### src/rtl/mem_lsu.sv
// mem_lsu: load/store unit between the CPU request port and a byte-masked
// single-port data memory. Decodes RISC-V funct3 widths, generates lane
// masks and replicated store data, aligns and extends load data, and flags
// misaligned or illegal requests without touching memory.
module mem_lsu #(
  parameter int unsigned ADDR_WIDTH = 32
) (
  input  logic                  clk,
  input  logic                  rst,
  input  logic                  req_valid_i,
  output logic                  req_ready_o,
  input  logic                  req_we_i,
  input  logic [2:0]            req_funct3_i,
  input  logic [ADDR_WIDTH-1:0] req_addr_i,
  input  logic [31:0]           req_wdata_i,
  output logic                  rsp_valid_o,
  output logic [31:0]           rsp_rdata_o,
  output logic                  rsp_err_o,
  output logic [ADDR_WIDTH-1:0] mem_addr_o,
  output logic                  mem_rstrb_o,
  input  logic [31:0]           mem_rdata_i,
  output logic [3:0]            mem_wmask_o,
  output logic [31:0]           mem_wdata_o
);

  typedef enum logic [1:0] {
    IDLE,
    ACCESS,
    WAIT,
    RESP
  } state_t;

  state_t      state;
  logic        lat_we;
  logic [2:0]  lat_f3;
  logic [1:0]  lat_off;

  logic        req_legal;
  logic        req_aligned;
  logic [3:0]  st_mask;
  logic [31:0] st_data;
  logic [31:0] ld_shift;
  logic [31:0] ld_data;

  assign req_ready_o = (state == IDLE);

  // Decode legality, alignment, store lane mask and replicated store data
  // straight from the incoming request so they can be registered on accept.
  always_comb begin
    req_legal   = 1'b0;
    req_aligned = 1'b0;
    case (req_funct3_i)
      3'b000: begin
        req_legal   = 1'b1;
        req_aligned = 1'b1;
      end
      3'b001: begin
        req_legal   = 1'b1;
        req_aligned = ~req_addr_i[0];
      end
      3'b010: begin
        req_legal   = 1'b1;
        req_aligned = (req_addr_i[1:0] == 2'b00);
      end
      3'b100: begin
        req_legal   = ~req_we_i;
        req_aligned = 1'b1;
      end
      3'b101: begin
        req_legal   = ~req_we_i;
        req_aligned = ~req_addr_i[0];
      end
      default: begin
        req_legal   = 1'b0;
        req_aligned = 1'b0;
      end
    endcase

    st_mask = 4'b1111;
    st_data = req_wdata_i;
    case (req_funct3_i[1:0])
      2'b00: begin
        st_mask = 4'b0001 << req_addr_i[1:0];
        st_data = {4{req_wdata_i[7:0]}};
      end
      2'b01: begin
        st_mask = 4'b0011 << req_addr_i[1:0];
        st_data = {2{req_wdata_i[15:0]}};
      end
      default: begin
        st_mask = 4'b1111;
        st_data = req_wdata_i;
      end
    endcase
  end

  // Shift the addressed byte/halfword down to bit 0 and extend per funct3.
  always_comb begin
    ld_shift = mem_rdata_i >> {lat_off, 3'b000};
    case (lat_f3)
      3'b000:  ld_data = {{24{ld_shift[7]}}, ld_shift[7:0]};
      3'b001:  ld_data = {{16{ld_shift[15]}}, ld_shift[15:0]};
      3'b100:  ld_data = {24'h000000, ld_shift[7:0]};
      3'b101:  ld_data = {16'h0000, ld_shift[15:0]};
      default: ld_data = mem_rdata_i;
    endcase
  end

  // Request FSM with registered memory-side and response outputs; strobe,
  // mask and response valid default low so each is a single-cycle pulse.
  always_ff @(posedge clk) begin
    if (rst) begin
      state       <= IDLE;
      lat_we      <= 1'b0;
      lat_f3      <= '0;
      lat_off     <= '0;
      rsp_valid_o <= 1'b0;
      rsp_err_o   <= 1'b0;
      rsp_rdata_o <= '0;
      mem_addr_o  <= '0;
      mem_rstrb_o <= 1'b0;
      mem_wmask_o <= '0;
      mem_wdata_o <= '0;
    end else begin
      mem_rstrb_o <= 1'b0;
      mem_wmask_o <= '0;
      rsp_valid_o <= 1'b0;
      case (state)
        IDLE: begin
          if (req_valid_i) begin
            lat_we     <= req_we_i;
            lat_f3     <= req_funct3_i;
            lat_off    <= req_addr_i[1:0];
            mem_addr_o <= req_addr_i;
            if (req_legal && req_aligned) begin
              state <= ACCESS;
              if (req_we_i) begin
                mem_wmask_o <= st_mask;
                mem_wdata_o <= st_data;
              end else begin
                mem_rstrb_o <= 1'b1;
              end
            end else begin
              state       <= RESP;
              rsp_valid_o <= 1'b1;
              rsp_err_o   <= 1'b1;
              rsp_rdata_o <= '0;
            end
          end
        end
        ACCESS: begin
          if (lat_we) begin
            state       <= RESP;
            rsp_valid_o <= 1'b1;
            rsp_err_o   <= 1'b0;
            rsp_rdata_o <= '0;
          end else begin
            state <= WAIT;
          end
        end
        WAIT: begin
          state       <= RESP;
          rsp_valid_o <= 1'b1;
          rsp_err_o   <= 1'b0;
          rsp_rdata_o <= ld_data;
        end
        RESP: begin
          state <= IDLE;
        end
        default: begin
          state <= IDLE;
        end
      endcase
    end
  end

endmodule

### config.mk
export PLATFORM = sky130hd
export DESIGN_NAME = mem_lsu
export DESIGN_NICKNAME = d
export VERILOG_FILES = /design/src/rtl/mem_lsu.sv
export SDC_FILE = /design/constraint.sdc
export NUM_CORES = 1
export LEC_CHECK = 0
export ABC_AREA = 0
export CORE_UTILIZATION = 45
export CTS_CLUSTER_DIAMETER = 50
export DETAILED_ROUTE_END_ITERATION = 16
export PLACE_DENSITY = 0.84
export SLEW_MARGIN = 0
export SYNTH_ARGS = -nofsm -noshare
export SYNTH_HDL_FRONTEND = slang
export SYNTH_SLANG_ARGS = --single-unit
### constraint.sdc
create_clock -name clk -period 2.8 [get_ports clk]
set_clock_uncertainty 0.1 [all_clocks]
set_input_delay 0.7 -clock clk [delete_from_list [all_inputs] [get_ports clk]]
set_output_delay 0.7 -clock clk [all_outputs]
set_load 0.03 [all_outputs]
==> results of run 1 <==
layout make-up:
cell class / count / share of cell area [%]
clock inverters: 6 / 0.955
flip-flops and latches: 109 / 30.3
well taps: 136 / 2.36
inverters: 3 / 0.156
repair buffers: 221 / 30.6
clock buffers: 10 / 1.91
multi-input cells: 439 / 33.7
worst paths after layout:
check	from	to	cells after the start
min	mem_addr_o[15]$_SDFFE_PP0P_	mem_addr_o[15]$_SDFFE_PP0P_	2
max reg2reg	state[0]$_SDFFE_PP0N_	rsp_rdata_o[23]$_SDFFE_PP0P_	6
min reg2reg	mem_addr_o[15]$_SDFFE_PP0P_	mem_addr_o[15]$_SDFFE_PP0P_	2
max	state[0]$_SDFFE_PP0N_	req_ready_o	3
stage by stage:
stage	hold slack, ns	power [mW]	setup WS [ns]
finish	0.358	5.11	0.116
global route	0.376	5.39	0.0387
CTS	0.362	5.14	0.103
detailed placement	0.346	4.16	-0.0158
global placement	0.338	4.09	0.0937
floorplan	0.350	3.33	0.650
per-layer routing:
layer,vias up,share of wire [%],global-route usage (%)
met5,-,0,0
met4,0,2.7,10.8
met3,29,7.5,6.68
met2,180,51,48.1
met1,2245,39,28.1
li1,2405,-,-
power groups by stage:
| stage | Sequential (mW) | Combinational (mW) | Clock (mW) |
|---|---|---|---|
| after floorplan | 2.33 | 1.00 | 0 |
| after global placement | 1.93 | 2.16 | 0 |
| after detailed placement | 1.95 | 2.20 | 0 |
| after CTS | 1.91 | 2.21 | 1.02 |
| after global routing | 1.94 | 2.38 | 1.06 |
| final | 1.91 | 2.21 | 0.990 |
tightest hold or removal path: stages, from the launching register on:
cell	delay, ns
dfxtp_1	0.32
nand2_1	0.05
a21oi_1	0.05
Yosys cell counts:
cell type | number | area [um2]
nand2_1 | 153 | 574
dfxtp_1 | 109 | 2180
a21oi_1 | 73 | 365
nor2_1 | 38 | 143
o21ai_0 | 30 | 150
mux2i_1 | 24 | 240
nor2b_1 | 22 | 138
clkbuf_1 | 21 | 78.8
o21ai_2 | 19 | 166
buf_2 | 11 | 55.1
a211oi_1 | 10 | 75.1
a311oi_1 | 8 | 70.1
nand2b_1 | 7 | 43.8
o22ai_1 | 7 | 43.8
nand3_1 | 6 | 30.0
o221ai_1 | 6 | 52.6
buf_1 | 5 | 18.8
nor3_1 | 5 | 25.0
buf_6 | 4 | 45.0
ha_1 | 4 | 50.1
o21a_1 | 4 | 30.0
buf_4 | 3 | 22.5
inv_1 | 3 | 11.3
and2_1 | 2 | 12.5
mux2_2 | 2 | 22.5
a21boi_0 | 1 | 7.51
a21o_1 | 1 | 7.51
a21oi_4 | 1 | 16.3
a221oi_2 | 1 | 15.0
a22o_1 | 1 | 8.76
a311oi_4 | 1 | 26.3
a31o_1 | 1 | 8.76
a32o_1 | 1 | 10.0
and4b_1 | 1 | 10.0
nand2_4 | 1 | 11.3
nand3_4 | 1 | 17.5
nand3b_1 | 1 | 7.51
nor3b_1 | 1 | 7.51
nor4_1 | 1 | 6.26
o211ai_1 | 1 | 7.51
o21ai_1 | 1 | 5.00
o31ai_1 | 1 | 7.51
or2_2 | 1 | 6.26
xor2_1 | 1 | 8.76
kinds of logic after synthesis:
logic type | synth area share (%)
AO/OA/AOI/OAI | 22.2
buffers and inverters | 4.78
XOR/XNOR | 0.181
AND/OR/NAND/NOR | 21.3
adder cells (fa/ha/maj) | 1.03
multiplexers | 5.43
flip-flops | 45.1
state kept, by name, indices dropped and copies added, names as in the netlist:
register / flops
state: 2
mem_addr_o: 32
mem_wdata_o: 32
rsp_valid_o: 1
rsp_err_o: 1
rsp_rdata_o: 32
lat_f3: 3
mem_rstrb_o: 1
mem_wmask_o: 4
lat_we: 1
==> out/results.ini, run 1 <==
[synth]
synth_nets = 702
seq_area_frac_synth_pct = 45.1
synth-seq-cells = 109
synthDistinctLibCells = 44
syn_area_um2 = 4840
synthCells = 595
yosysWarnings = 0
syn_avg_cell_area_um2 = 8.14

[finish]
drive_above_1_share_pct = 7.61
regArea_um2 = 2180
syn_to_final_growth_pct = 48.9
nNetsFinal = 890
utilization_pct = 69.5
instances_no_fill = 924
final_area_um2 = 7210
final_common_cell = clkdlybuf4s50_1
multiInputGateArea_um2 = 2430
final_cell_mix = 205 x clkdlybuf4s50_1, 153 x nand2_1, 109 x dfxtp_1
antenna_cells = 0
fillers = 859

[cts]
postCtsHoldBufs = 0
clkLatencyLatePin_ns = 0.36
cts_resized = 0
clk_pin_slew_ns = 0.09
clockBufferDepth = 2
cts_tree = yes
post-cts-setup-buffers = 0
cts_sinks = 109
cts_root_buf = clkbuf_8
numCtsBuffers = 9
cts-htree-levels = 3

[global_routing]
grt_pass1_vias = 4835
antenna_found_initial = 0
grt_util_all_layers_pct = 26.1
grt_max_degree = 49
grt_overflow = 0
grt_pass1_wl_um = 23000

[routing]
wire_per_inst_um = 15.8
vias = 4859
totalWireLength_um = 14600
drt_iter0_markers = 196
first_pass_iters = 5
drc = 0
ant_nets = 0
via_per_inst = 5.26

[placed_design]
hpwl_um = 11000
placedCellCount = 908
io_buffer_count = 206
placedInstanceArea_um2 = 7000
gp_congestion = 0.821

[floorplan]
die_area_um2 = 11200
core-area_um2 = 10400
fp.dieW_um = 106
fp-row-count = 37
fp.dieH_um = 106
start_util_pct = 46.7
boundaryPins = 207

[timing]
period_needed_ns = 2.68
setup_tns_ns = 0
period_share_pct = 95.9
rsz0062_at_grt = no
drv_slew = 0
tightest_slew_ns = 0.522
maxSlewHeadroom_pct = 65.1
max_freq_ghz = 0.373
finalHoldViolations = 0
setup_viol = 0

[pwr]
p_comb_share_pct = 43.2
clockPowerShare_pct = 19.4
power.density_nw_per_um2 = 709
switching_share_pct = 38.9
switchingPower_mw = 1.99
p_int_mw = 3.12
leakage_nw = 2.59
seq_power_share_pct = 37.5
peakVddDrop_v = 0.000363

[setup_path]
cp_num_buf_inv = 2
crit_type = reg2out
cpMaxStageDelayCell = clkdlybuf4s50_1
critPathLaunchType = flip-flop
regToRegSetupSlack_ns = 0.48
end_kind = output pin
crit_arrival_ns = 1.88
cpLargestDelayFamily = buffers and inverters
critPathMaxStageDelay_ns = 0.75
critPathMaxFanout = 8
cp_cell_sequence = inv_1 -> ha_1 -> clkdlybuf4s50_1
required_ns = 2.00

[job]
drv_cap = 0

[outcome]
outcome = completed

[min_path]
hold_class = reg2reg

Note: power is estimated with default switching activity, not from simulation.
==> run 2, diff against run 1 <==
--- a/config.mk
+++ b/config.mk
@@ -6,6 +6,7 @@
 export NUM_CORES = 1
 export LEC_CHECK = 0
 export ABC_AREA = 0
+export CAP_MARGIN = 20
 export CORE_UTILIZATION = 45
 export CTS_CLUSTER_DIAMETER = 50
 export DETAILED_ROUTE_END_ITERATION = 16
==> results of run 2 <==
Final layout, timing and power as in run 1 (identical DEF).
